### src/rtl/layer_output_stage_if.sv
// rtl/layer_output_stage_if.sv - vector capture, element stream and argmax signals of the layer output stage
// master: upstream/downstream environment side; slave: the output stage itself.
interface layer_output_stage_if #(
   parameter int N      = 15,
   parameter int DATA_W = 16,
   parameter int IDX_W  = $clog2(N)
);
   logic              vec_valid;
   logic              vec_ready;
   logic [DATA_W-1:0] vec_data [0:N-1];
   logic              m_valid;
   logic              m_ready;
   logic [DATA_W-1:0] m_data;
   logic [IDX_W-1:0]  m_index;
   logic              m_last;
   logic              argmax_valid;
   logic [IDX_W-1:0]  argmax_idx;
   logic [DATA_W-1:0] argmax_val;

   modport master (
      output vec_valid, vec_data, m_ready,
      input  vec_ready, m_valid, m_data, m_index, m_last,
             argmax_valid, argmax_idx, argmax_val
   );

   modport slave (
      input  vec_valid, vec_data, m_ready,
      output vec_ready, m_valid, m_data, m_index, m_last,
             argmax_valid, argmax_idx, argmax_val
   );
endinterface

### src/rtl/layer_output_stage.sv
// rtl/layer_output_stage.sv - captures an output vector, streams it one element per beat, reports argmax
// Optional ReLU at capture when LAYER_OUTPUT_RELU_EN is defined.
module layer_output_stage #(
   parameter int OUTPUT_NEURON_COUNT = 15,
   parameter int DATA_W              = 16
) (
   input  logic                    clk,
   input  logic                    rst_n,
   layer_output_stage_if.slave     bus
);
   localparam int IDX_W = $clog2(OUTPUT_NEURON_COUNT);
   localparam logic [0:0] ST_IDLE   = 1'b0;
   localparam logic [0:0] ST_STREAM = 1'b1;
   localparam logic [IDX_W-1:0] LAST_IDX = IDX_W'(OUTPUT_NEURON_COUNT - 1);

   logic [0:0]        state_q, state_d;
   logic [IDX_W-1:0]  idx_q, idx_d;
   logic [DATA_W-1:0] elem_q [0:OUTPUT_NEURON_COUNT-1];
   logic [DATA_W-1:0] elem_d [0:OUTPUT_NEURON_COUNT-1];
   logic [DATA_W-1:0] run_val_q, run_val_d;
   logic [IDX_W-1:0]  run_idx_q, run_idx_d;
   logic              argmax_valid_q, argmax_valid_d;
   logic [IDX_W-1:0]  argmax_idx_q, argmax_idx_d;
   logic [DATA_W-1:0] argmax_val_q, argmax_val_d;

   logic              capture;
   logic              beat_acc;
   logic              last_beat;
   logic              take;
   logic [DATA_W-1:0] cur;
   logic [DATA_W-1:0] new_val;
   logic [IDX_W-1:0]  new_idx;

   function automatic logic [DATA_W-1:0] activate(input logic [DATA_W-1:0] x);
`ifdef LAYER_OUTPUT_RELU_EN
      activate = x[DATA_W-1] ? '0 : x;
`else
      activate = x;
`endif
   endfunction

   assign capture   = (state_q == ST_IDLE) && bus.vec_valid;
   assign beat_acc  = (state_q == ST_STREAM) && bus.m_ready;
   assign last_beat = beat_acc && (idx_q == LAST_IDX);
   assign cur       = elem_q[idx_q];

   // Beat 0 seeds the running max; later beats need a strict win so ties keep the lowest index.
   assign take    = (idx_q == '0) || ($signed(cur) > $signed(run_val_q));
   assign new_val = take ? cur : run_val_q;
   assign new_idx = take ? idx_q : run_idx_q;

   always_comb begin
      state_d        = state_q;
      idx_d          = idx_q;
      elem_d         = elem_q;
      run_val_d      = run_val_q;
      run_idx_d      = run_idx_q;
      argmax_valid_d = 1'b0;
      argmax_idx_d   = argmax_idx_q;
      argmax_val_d   = argmax_val_q;

      case (state_q)
         ST_IDLE: begin
            if (capture) begin
               for (int i = 0; i < OUTPUT_NEURON_COUNT; i++) begin
                  elem_d[i] = activate(bus.vec_data[i]);
               end
               idx_d   = '0;
               state_d = ST_STREAM;
            end
         end
         ST_STREAM: begin
            if (beat_acc) begin
               run_val_d = new_val;
               run_idx_d = new_idx;
               if (last_beat) begin
                  idx_d          = '0;
                  state_d        = ST_IDLE;
                  argmax_valid_d = 1'b1;
                  argmax_idx_d   = new_idx;
                  argmax_val_d   = new_val;
               end else begin
                  idx_d = idx_q + 1'b1;
               end
            end
         end
         default: begin
            state_d = ST_IDLE;
            idx_d   = '0;
         end
      endcase
   end

   always_ff @(posedge clk or negedge rst_n) begin
      if (!rst_n) begin
         state_q        <= ST_IDLE;
         idx_q          <= '0;
         for (int i = 0; i < OUTPUT_NEURON_COUNT; i++) begin
            elem_q[i] <= '0;
         end
         run_val_q      <= '0;
         run_idx_q      <= '0;
         argmax_valid_q <= 1'b0;
         argmax_idx_q   <= '0;
         argmax_val_q   <= '0;
      end else begin
         state_q        <= state_d;
         idx_q          <= idx_d;
         elem_q         <= elem_d;
         run_val_q      <= run_val_d;
         run_idx_q      <= run_idx_d;
         argmax_valid_q <= argmax_valid_d;
         argmax_idx_q   <= argmax_idx_d;
         argmax_val_q   <= argmax_val_d;
      end
   end

   // Stream outputs are forced to zero outside STREAM so IDLE shows clean reset-like values.
   assign bus.vec_ready    = (state_q == ST_IDLE);
   assign bus.m_valid      = (state_q == ST_STREAM);
   assign bus.m_data       = (state_q == ST_STREAM) ? cur : '0;
   assign bus.m_index      = (state_q == ST_STREAM) ? idx_q : '0;
   assign bus.m_last       = (state_q == ST_STREAM) && (idx_q == LAST_IDX);
   assign bus.argmax_valid = argmax_valid_q;
   assign bus.argmax_idx   = argmax_idx_q;
   assign bus.argmax_val   = argmax_val_q;
endmodule

### src/flat_wrapper.sv
// flat-port wrapper written by rule: the top's interface ports become plain ports
module layer_output_stage_flat 
#(
   parameter int OUTPUT_NEURON_COUNT = 15,
   parameter int DATA_W              = 16
)
  (clk, rst_n, bus_vec_valid, bus_vec_data, bus_m_ready, bus_vec_ready, bus_m_valid, bus_m_data, bus_m_index, bus_m_last, bus_argmax_valid, bus_argmax_idx, bus_argmax_val);
  layer_output_stage_if #(.N((15)), .DATA_W(DATA_W)) bus_i ();
  input  logic clk;
  input  logic rst_n;
  input wire logic [$bits(bus_i.vec_valid)-1:0] bus_vec_valid;
  input wire logic [$bits(bus_i.vec_data)-1:0] bus_vec_data;
  input wire logic [$bits(bus_i.m_ready)-1:0] bus_m_ready;
  output wire logic [$bits(bus_i.vec_ready)-1:0] bus_vec_ready;
  output wire logic [$bits(bus_i.m_valid)-1:0] bus_m_valid;
  output wire logic [$bits(bus_i.m_data)-1:0] bus_m_data;
  output wire logic [$bits(bus_i.m_index)-1:0] bus_m_index;
  output wire logic [$bits(bus_i.m_last)-1:0] bus_m_last;
  output wire logic [$bits(bus_i.argmax_valid)-1:0] bus_argmax_valid;
  output wire logic [$bits(bus_i.argmax_idx)-1:0] bus_argmax_idx;
  output wire logic [$bits(bus_i.argmax_val)-1:0] bus_argmax_val;
  assign bus_i.vec_valid = bus_vec_valid;
  assign bus_i.vec_data = {>>{bus_vec_data}};
  assign bus_i.m_ready = bus_m_ready;
  assign bus_vec_ready = bus_i.vec_ready;
  assign bus_m_valid = bus_i.m_valid;
  assign bus_m_data = bus_i.m_data;
  assign bus_m_index = bus_i.m_index;
  assign bus_m_last = bus_i.m_last;
  assign bus_argmax_valid = bus_i.argmax_valid;
  assign bus_argmax_idx = bus_i.argmax_idx;
  assign bus_argmax_val = bus_i.argmax_val;
  layer_output_stage #(.OUTPUT_NEURON_COUNT(OUTPUT_NEURON_COUNT), .DATA_W(DATA_W)) u_core (.clk(clk), .rst_n(rst_n), .bus(bus_i));
endmodule
### config.mk
export PLATFORM = sky130hd
export DESIGN_NAME = layer_output_stage_flat
export DESIGN_NICKNAME = d
export VERILOG_FILES = /design/src/rtl/layer_output_stage_if.sv /design/src/rtl/layer_output_stage.sv /design/src/flat_wrapper.sv
export SDC_FILE = /design/constraint.sdc
export NUM_CORES = 1
export LEC_CHECK = 0
export BUFFER_PORTS_ARGS = -buffer_cell sky130_fd_sc_hd__clkbuf_2
export CAP_MARGIN = 20
export CORE_ASPECT_RATIO = 0.7
export CORE_UTILIZATION = 50
export DETAILED_ROUTE_END_ITERATION = 8
export PLACE_DENSITY = 0.83
export SETUP_SLACK_MARGIN = 0.5
export SLEW_MARGIN = 40
export SYNTH_ARGS = -nofsm -noshare
export SYNTH_HDL_FRONTEND = slang
export SYNTH_SLANG_ARGS = --single-unit
### constraint.sdc
create_clock -name clk -period 3.5 [get_ports clk]
set_clock_uncertainty 0.15 [all_clocks]
set_input_delay 1.05 -clock clk [delete_from_list [all_inputs] [get_ports clk]]
set_output_delay 1.05 -clock clk [all_outputs]
set_load 0.02 [all_outputs]
==> Word-level counts from Yosys, hierarchy flattened <==
Cells that the tools add are included.
{ "word_totals": {"reg_bits": 286, "input_bits": 244, "out_inout_bits": 44, "word_cells": 58} }
{ "classes": {"add_sub_neg": 1, "magnitude_cmp": 2, "n_eq_ne": 3, "mux": 18, "n_bitwise": 2, "reduce_logical": 10} }
{ "op_table": {"columns": ["cell", "count"], "rows": [
  ["binary-select mux 16 bit (select 4 bit)", 1],
  ["2-to-1 mux 16 bit", 4],
  ["2-to-1 mux 4 bit", 5],
  ["greater-than comparator 16 bit", 1],
  ["one-hot mux 4 bit (2 select lines)", 1],
  ["2-to-1 mux 1 bit", 6],
  ["AND reduction 2 bit", 3],
  [">= comparator 5 bit (second input constant)", 1],
  ["inverter 4 -> 5 bit", 1],
  ["adder 4 x 1 -> 4 bit (second input constant)", 1],
  ["equality test 4 bit (second input constant)", 1],
  ["logical AND 1 bit", 4],
  ["logical NOT 4 bit", 1],
  ["AND reduction 3 bit", 1],
  ["!= test 2 x 1 -> 1 bit (second input constant)", 1],
  ["!= test 2 bit (second input constant)", 1],
  ["one-hot mux 1 bit (2 select lines)", 1],
  ["logical OR 1 bit", 1],
  ["inverter 1 bit", 1]
]} }

==> Longest topological paths before layout <==
{ "logic_depth": {"ltp_word": 7, "ltp_mapped": 18, "mapped_depth_nobuf": 12} }

==> Least setup slack after synthesis <==
No wires, ideal clock.
{ "synth_path": {"kind": "register to register", "start": "register u_core.idx_q[0]", "end": "register u_core.run_idx_q[0]", "setup_time_ns": 0.125, "t_arrival_ns": 3.390, "path_slack_ns": -0.166, "path_stages_with_launch": 14, "path_buffers": 3, "cell_sequence": "dfrtp_1 -> clkbuf_1 -> buf_2 -> mux4_2 -> mux2i_1 -> o21ai_1 -> ha_1 -> nand4_2 -> nor3_2 -> a21boi_1 -> o31ai_1 -> or3_4 -> buf_6 -> mux2_4"} }
{ "synth_via": {"elab_chain_cells": 7, "word_cells_on_any_way": 8} }
{ "synth_lines": {"columns": ["element", "line", "rtl"], "rows": [
  ["from (decl)", "layer_output_stage.sv:17", "logic [IDX_W-1:0] idx_q, idx_d;"],
  ["from (signal assigned)", "layer_output_stage.sv:108", "idx_q <= idx_d;"],
  ["inverter 4 -> 5 bit (not written as such)", "layer_output_stage.sv:45", "assign cur = elem_q[idx_q];"],
  ["binary-select mux 16 bit (select 4 bit)", "layer_output_stage.sv:45", null],
  ["2-to-1 mux 16 bit (not written as such) (2 in a row)", "layer_output_stage.sv:45", null],
  ["greater-than comparator 16 bit", "layer_output_stage.sv:48", "assign take = (idx_q == '0) || ($signed(cur) > $signed(run_val_q));"],
  ["logical OR 1 bit", "layer_output_stage.sv:48", null],
  ["2-to-1 mux 4 bit (*)", "layer_output_stage.sv:50", "assign new_idx = take ? idx_q : run_idx_q;"],
  ["to (signal assigned)", "layer_output_stage.sv:111", "run_idx_q <= run_idx_d;"],
  ["to (decl)", "layer_output_stage.sv:21", "logic [IDX_W-1:0] run_idx_q, run_idx_d;"]
]} }
Every way passes the cells marked *; elsewhere a longest branch is shown, timed or not. The select of a mux whose other input is x is not followed.
A chain may end at the register's enable or synchronous reset.

==> Worst setup path in the final report <==
{ "layout_path": {"start": "register u_core.idx_q[0]", "end": "register u_core.run_val_q[14]"} }
{ "layout_via": {"elab_chain_cells": 7, "word_cells_on_any_way": 8} }
{ "layout_lines": {"columns": ["element", "line", "rtl"], "rows": [
  ["inverter 4 -> 5 bit (not written as such)", "layer_output_stage.sv:45", null],
  ["binary-select mux 16 bit (select 4 bit)", "layer_output_stage.sv:45", null],
  ["2-to-1 mux 16 bit (not written as such) (2 in a row)", "layer_output_stage.sv:45", null],
  ["greater-than comparator 16 bit", "layer_output_stage.sv:48", null],
  ["logical OR 1 bit", "layer_output_stage.sv:48", null],
  ["2-to-1 mux 16 bit (*)", "layer_output_stage.sv:49", "assign new_val = take ? cur : run_val_q;"],
  ["to (signal assigned)", "layer_output_stage.sv:110", "run_val_q <= run_val_d;"],
  ["to (decl)", "layer_output_stage.sv:20", "logic [DATA_W-1:0] run_val_q, run_val_d;"]
]} }
Marks and branches as above.

==> key figures <==
Routing
  – DRC: 0
  – Vias/cell: 5.65
  – Vias: 12300
  – Drt wl/cell: 20.5 um
  – DR iter-0 viols: 1380
  – Drt first pass iters: 6
  – Drt total wl: 44400 um
  – DRT antenna net count: 0

Clocking
  – CTS buffer count: 28
  – Clock-pin slew on the worst setup and hold paths: 0.07 ns
  – Clock Path Buffers: 3
  – Clock Tree Root: clkbuf_16
  – Clk sinks: 286
  – H-tree lvl count: 1
  – Worst-Skew Late Latency: 0.57 ns
  – CTS tree: yes

Logic synthesis
  – Prevailing post-synth register cell: dfrtp_1
  – Post-synthesis async set-or-reset flop share: 1.00
  – Flops & latches, synth: 286
  – Synth unique cells: 40
  – Cell area after synthesis: 0.0136 mm^2
  – Syn nets: 1719
  – Yosys warnings: 0
  – Post-synthesis cell count: 1456
  – Register area share after synthesis: 0.528
  – Syn Area/Cell: 9.31 um^2
  – Post-synth EDFFs: 0

Power
  – Total Power: 20.8 mW
  – Max VDD drop: 0.761 mV
  – P_leak: 9.25 nW
  – Pwr dens: 1170 mW/mm^2

Critical path
  – R2R Setup Slk: -0.39 ns
  – CP max FO: 11
  – Critical Path RT: 3.77 ns
  – Critical setup path kind: reg -> reg
  – FF-to-FF path depth: 13
  – CP Launch Type: flip-flop
  – Worst EP arrival: 4.17 ns
  – Worst setup startpoint: u_core.idx_q[0]
  – RR Startpoint: u_core.idx_q[0]
  – Critical path capture point type: flip-flop
  – Reg2reg end: u_core.run_val_q[14]

Layout
  – Multi-input gate area: 0.00621 mm^2
  – Nets: 2047
  – # fillers: 1942
  – Commonest non-fill, non-tap cell in the layout: nand2_1
  – Cell area after layout: 0.0177 mm^2
  – Share of layout cells above drive strength 1: 0.320
  – Storage cell area: 0.00717 mm^2
  – Most frequent cells in the layout: nand2_1, dfrtp_1, clkbuf_2, buf_4, mux4_2
  – Synthesis-to-finish area growth: 30.8%

Die
  – Die Span Y: 140 um
  – Initial core utilization: 0.507
  – Die width: 199 um
  – Row cnt: 50
  – Num ports: 288
  – Die footprint: 0.0278 mm^2
  – Core area: 0.0267 mm^2

Run status
  – Failing checks: negative setup slack
  – Run status: finished with violations

Timing
  – Final hold vios: 0
  – Final worst slack: -0.391 ns
  – Crit share post-route: 1.11
  – RSZ-0062 raised after global routing: true
  – Hold Worst Slack: 0.306 ns
  – Worst slew pin tran: 0.727 ns
  – Final min period: 3.89 ns
  – Max-slew violations: 0
  – Final Setup Violations: 56
  – Slew margin rel.: 0.516
  – F_max: 257 MHz

Placed design
  – Post-DP HPWL: 31900 um
  – IO buf count: 287
  – Placer Congestion: 0.952
  – DP Area: 0.0159 mm^2

Global route
  – Global-route wire length before repair: 67800 um
  – Pin count of the biggest net entering global routing: 106
  – Number of global-route vias before repair: 12000
  – Gr ovfl total: 0
  – Initial antenna violation count: 2
  – GRT Total Usage: 0.322

Flow run
  – Max Cap Viol: 0

Min path
  – Worst min path class: in -> async
==> cell type report <==
cell class,instances,share of cell area
multi-input combinational,1052,0.350
clock inverter,9,0.00494
antenna,1,0.000141
tap,364,0.0257
timing repair buffer,396,0.162
sequential,286,0.404
inverter,20,0.00522
clock buffer,42,0.0470
==> cells in the mapped netlist (2+ instances only) <==
cell      number  share of area
a21oi_1       10         0.0037
a31oi_1       18         0.0083
and2_1        18         0.0083
buf_1          3        0.00083
buf_2         15         0.0055
buf_6          2         0.0017
clkbuf_1      77          0.021
dfrtp_1      286           0.53
ha_1          19          0.018
inv_1         18         0.0050
inv_2          2        0.00055
mux2_4        20          0.022
mux2i_1       33          0.024
mux4_2        48          0.080
nand2_1      724           0.20
nand3_1       24         0.0089
nand3b_1      17         0.0094
nand4_1        2        0.00092
nor2_1        26         0.0072
nor2b_1        2        0.00092
o211ai_1      34          0.019
o21ai_0        9         0.0033
o21ai_1       30          0.011
o31ai_1        3         0.0017
==> where the power goes <==
part	leakage (nW)	switching [mW]	internal, mW
logic	5.21	5.68	5.90
registers	3.59	1.27	4.90
clock network	0.455	1.32	1.72
total	9.25	8.27	12.5
==> critical path: stages, from the launching register on <==
cell and delay (ns):
dfrtp_4 0.53, buf_8 0.16, buf_12 0.13, mux4_2 0.44, o211ai_1 0.25, o21ai_2 0.13, ha_1 0.32, nand4_1 0.18
nor3_4 0.23, a21boi_4 0.25, o31ai_4 0.10, or3_4 0.42, buf_12 0.17, mux2_4 0.30
==> state kept, by name, indices dropped and copies added, names as in the netlist <==
register / count
u_core.bus.argmax_val: 16
u_core.bus.argmax_idx: 4
u_core.run_val_q: 16
u_core.idx_q: 4
u_core.elem_q: 240
u_core.bus.argmax_valid: 1
u_core.bus.m_valid: 1
u_core.run_idx_q: 4
==> through the flow <==
| stage | util | setup WS [ns] | std cells | TNS, ns |
|---|---|---|---|---|
| after floorplan | - | 0.0992 | 1456 | 0 |
| after global placement | 0.594 | -0.242 | 2079 | -5.65 |
| after detailed placement | 0.594 | -0.311 | 2079 | -8.96 |
| after CTS | 0.649 | -0.328 | 2156 | -14.38 |
| after global routing | 0.664 | -0.480 | 2170 | -22.21 |
| final | 0.664 | -0.391 | 2170 | -17.95 |
==> worst max path at each step <==
stage                           endpoint  slack (ns)  cells past startpoint
floorplan            u_core.run_idx_q[0]         0.1                     13
global route        u_core.run_val_q[14]       -0.48                     13
finish              u_core.run_val_q[14]       -0.39                     13
CTS                       bus_m_data[12]       -0.33                      8
detailed placement  u_core.run_val_q[11]       -0.31                     13
global placement    u_core.run_val_q[13]       -0.24                     13
==> repair_timing <==
item                                    CTS  global route
hold endpoints to repair                  0             0
hold buffers                              0             0
pin swaps                                22            41
setup buffers                            24            12
endpoints found under the setup margin   62            60
cloned                                    2             1
resized for setup                        76            87
==> cell families after synthesis <==
family,after synthesis,share of synthesized area
fa+ha+maj,19,0.0175
compound gates,109,0.0501
buf+inv,118,0.0354
flops,286,0.528
mux,101,0.126
simple gates,823,0.243
==> layer usage <==
metal	part of all wire	track usage	vias to the layer above
li1	-	-	5415
met1	0.41	0.464	5911
met2	0.45	0.483	791
met3	0.11	0.0734	132
met4	0.038	0.106	2
met5	0.00029	0	-
(Power assumes the default switching activity.)
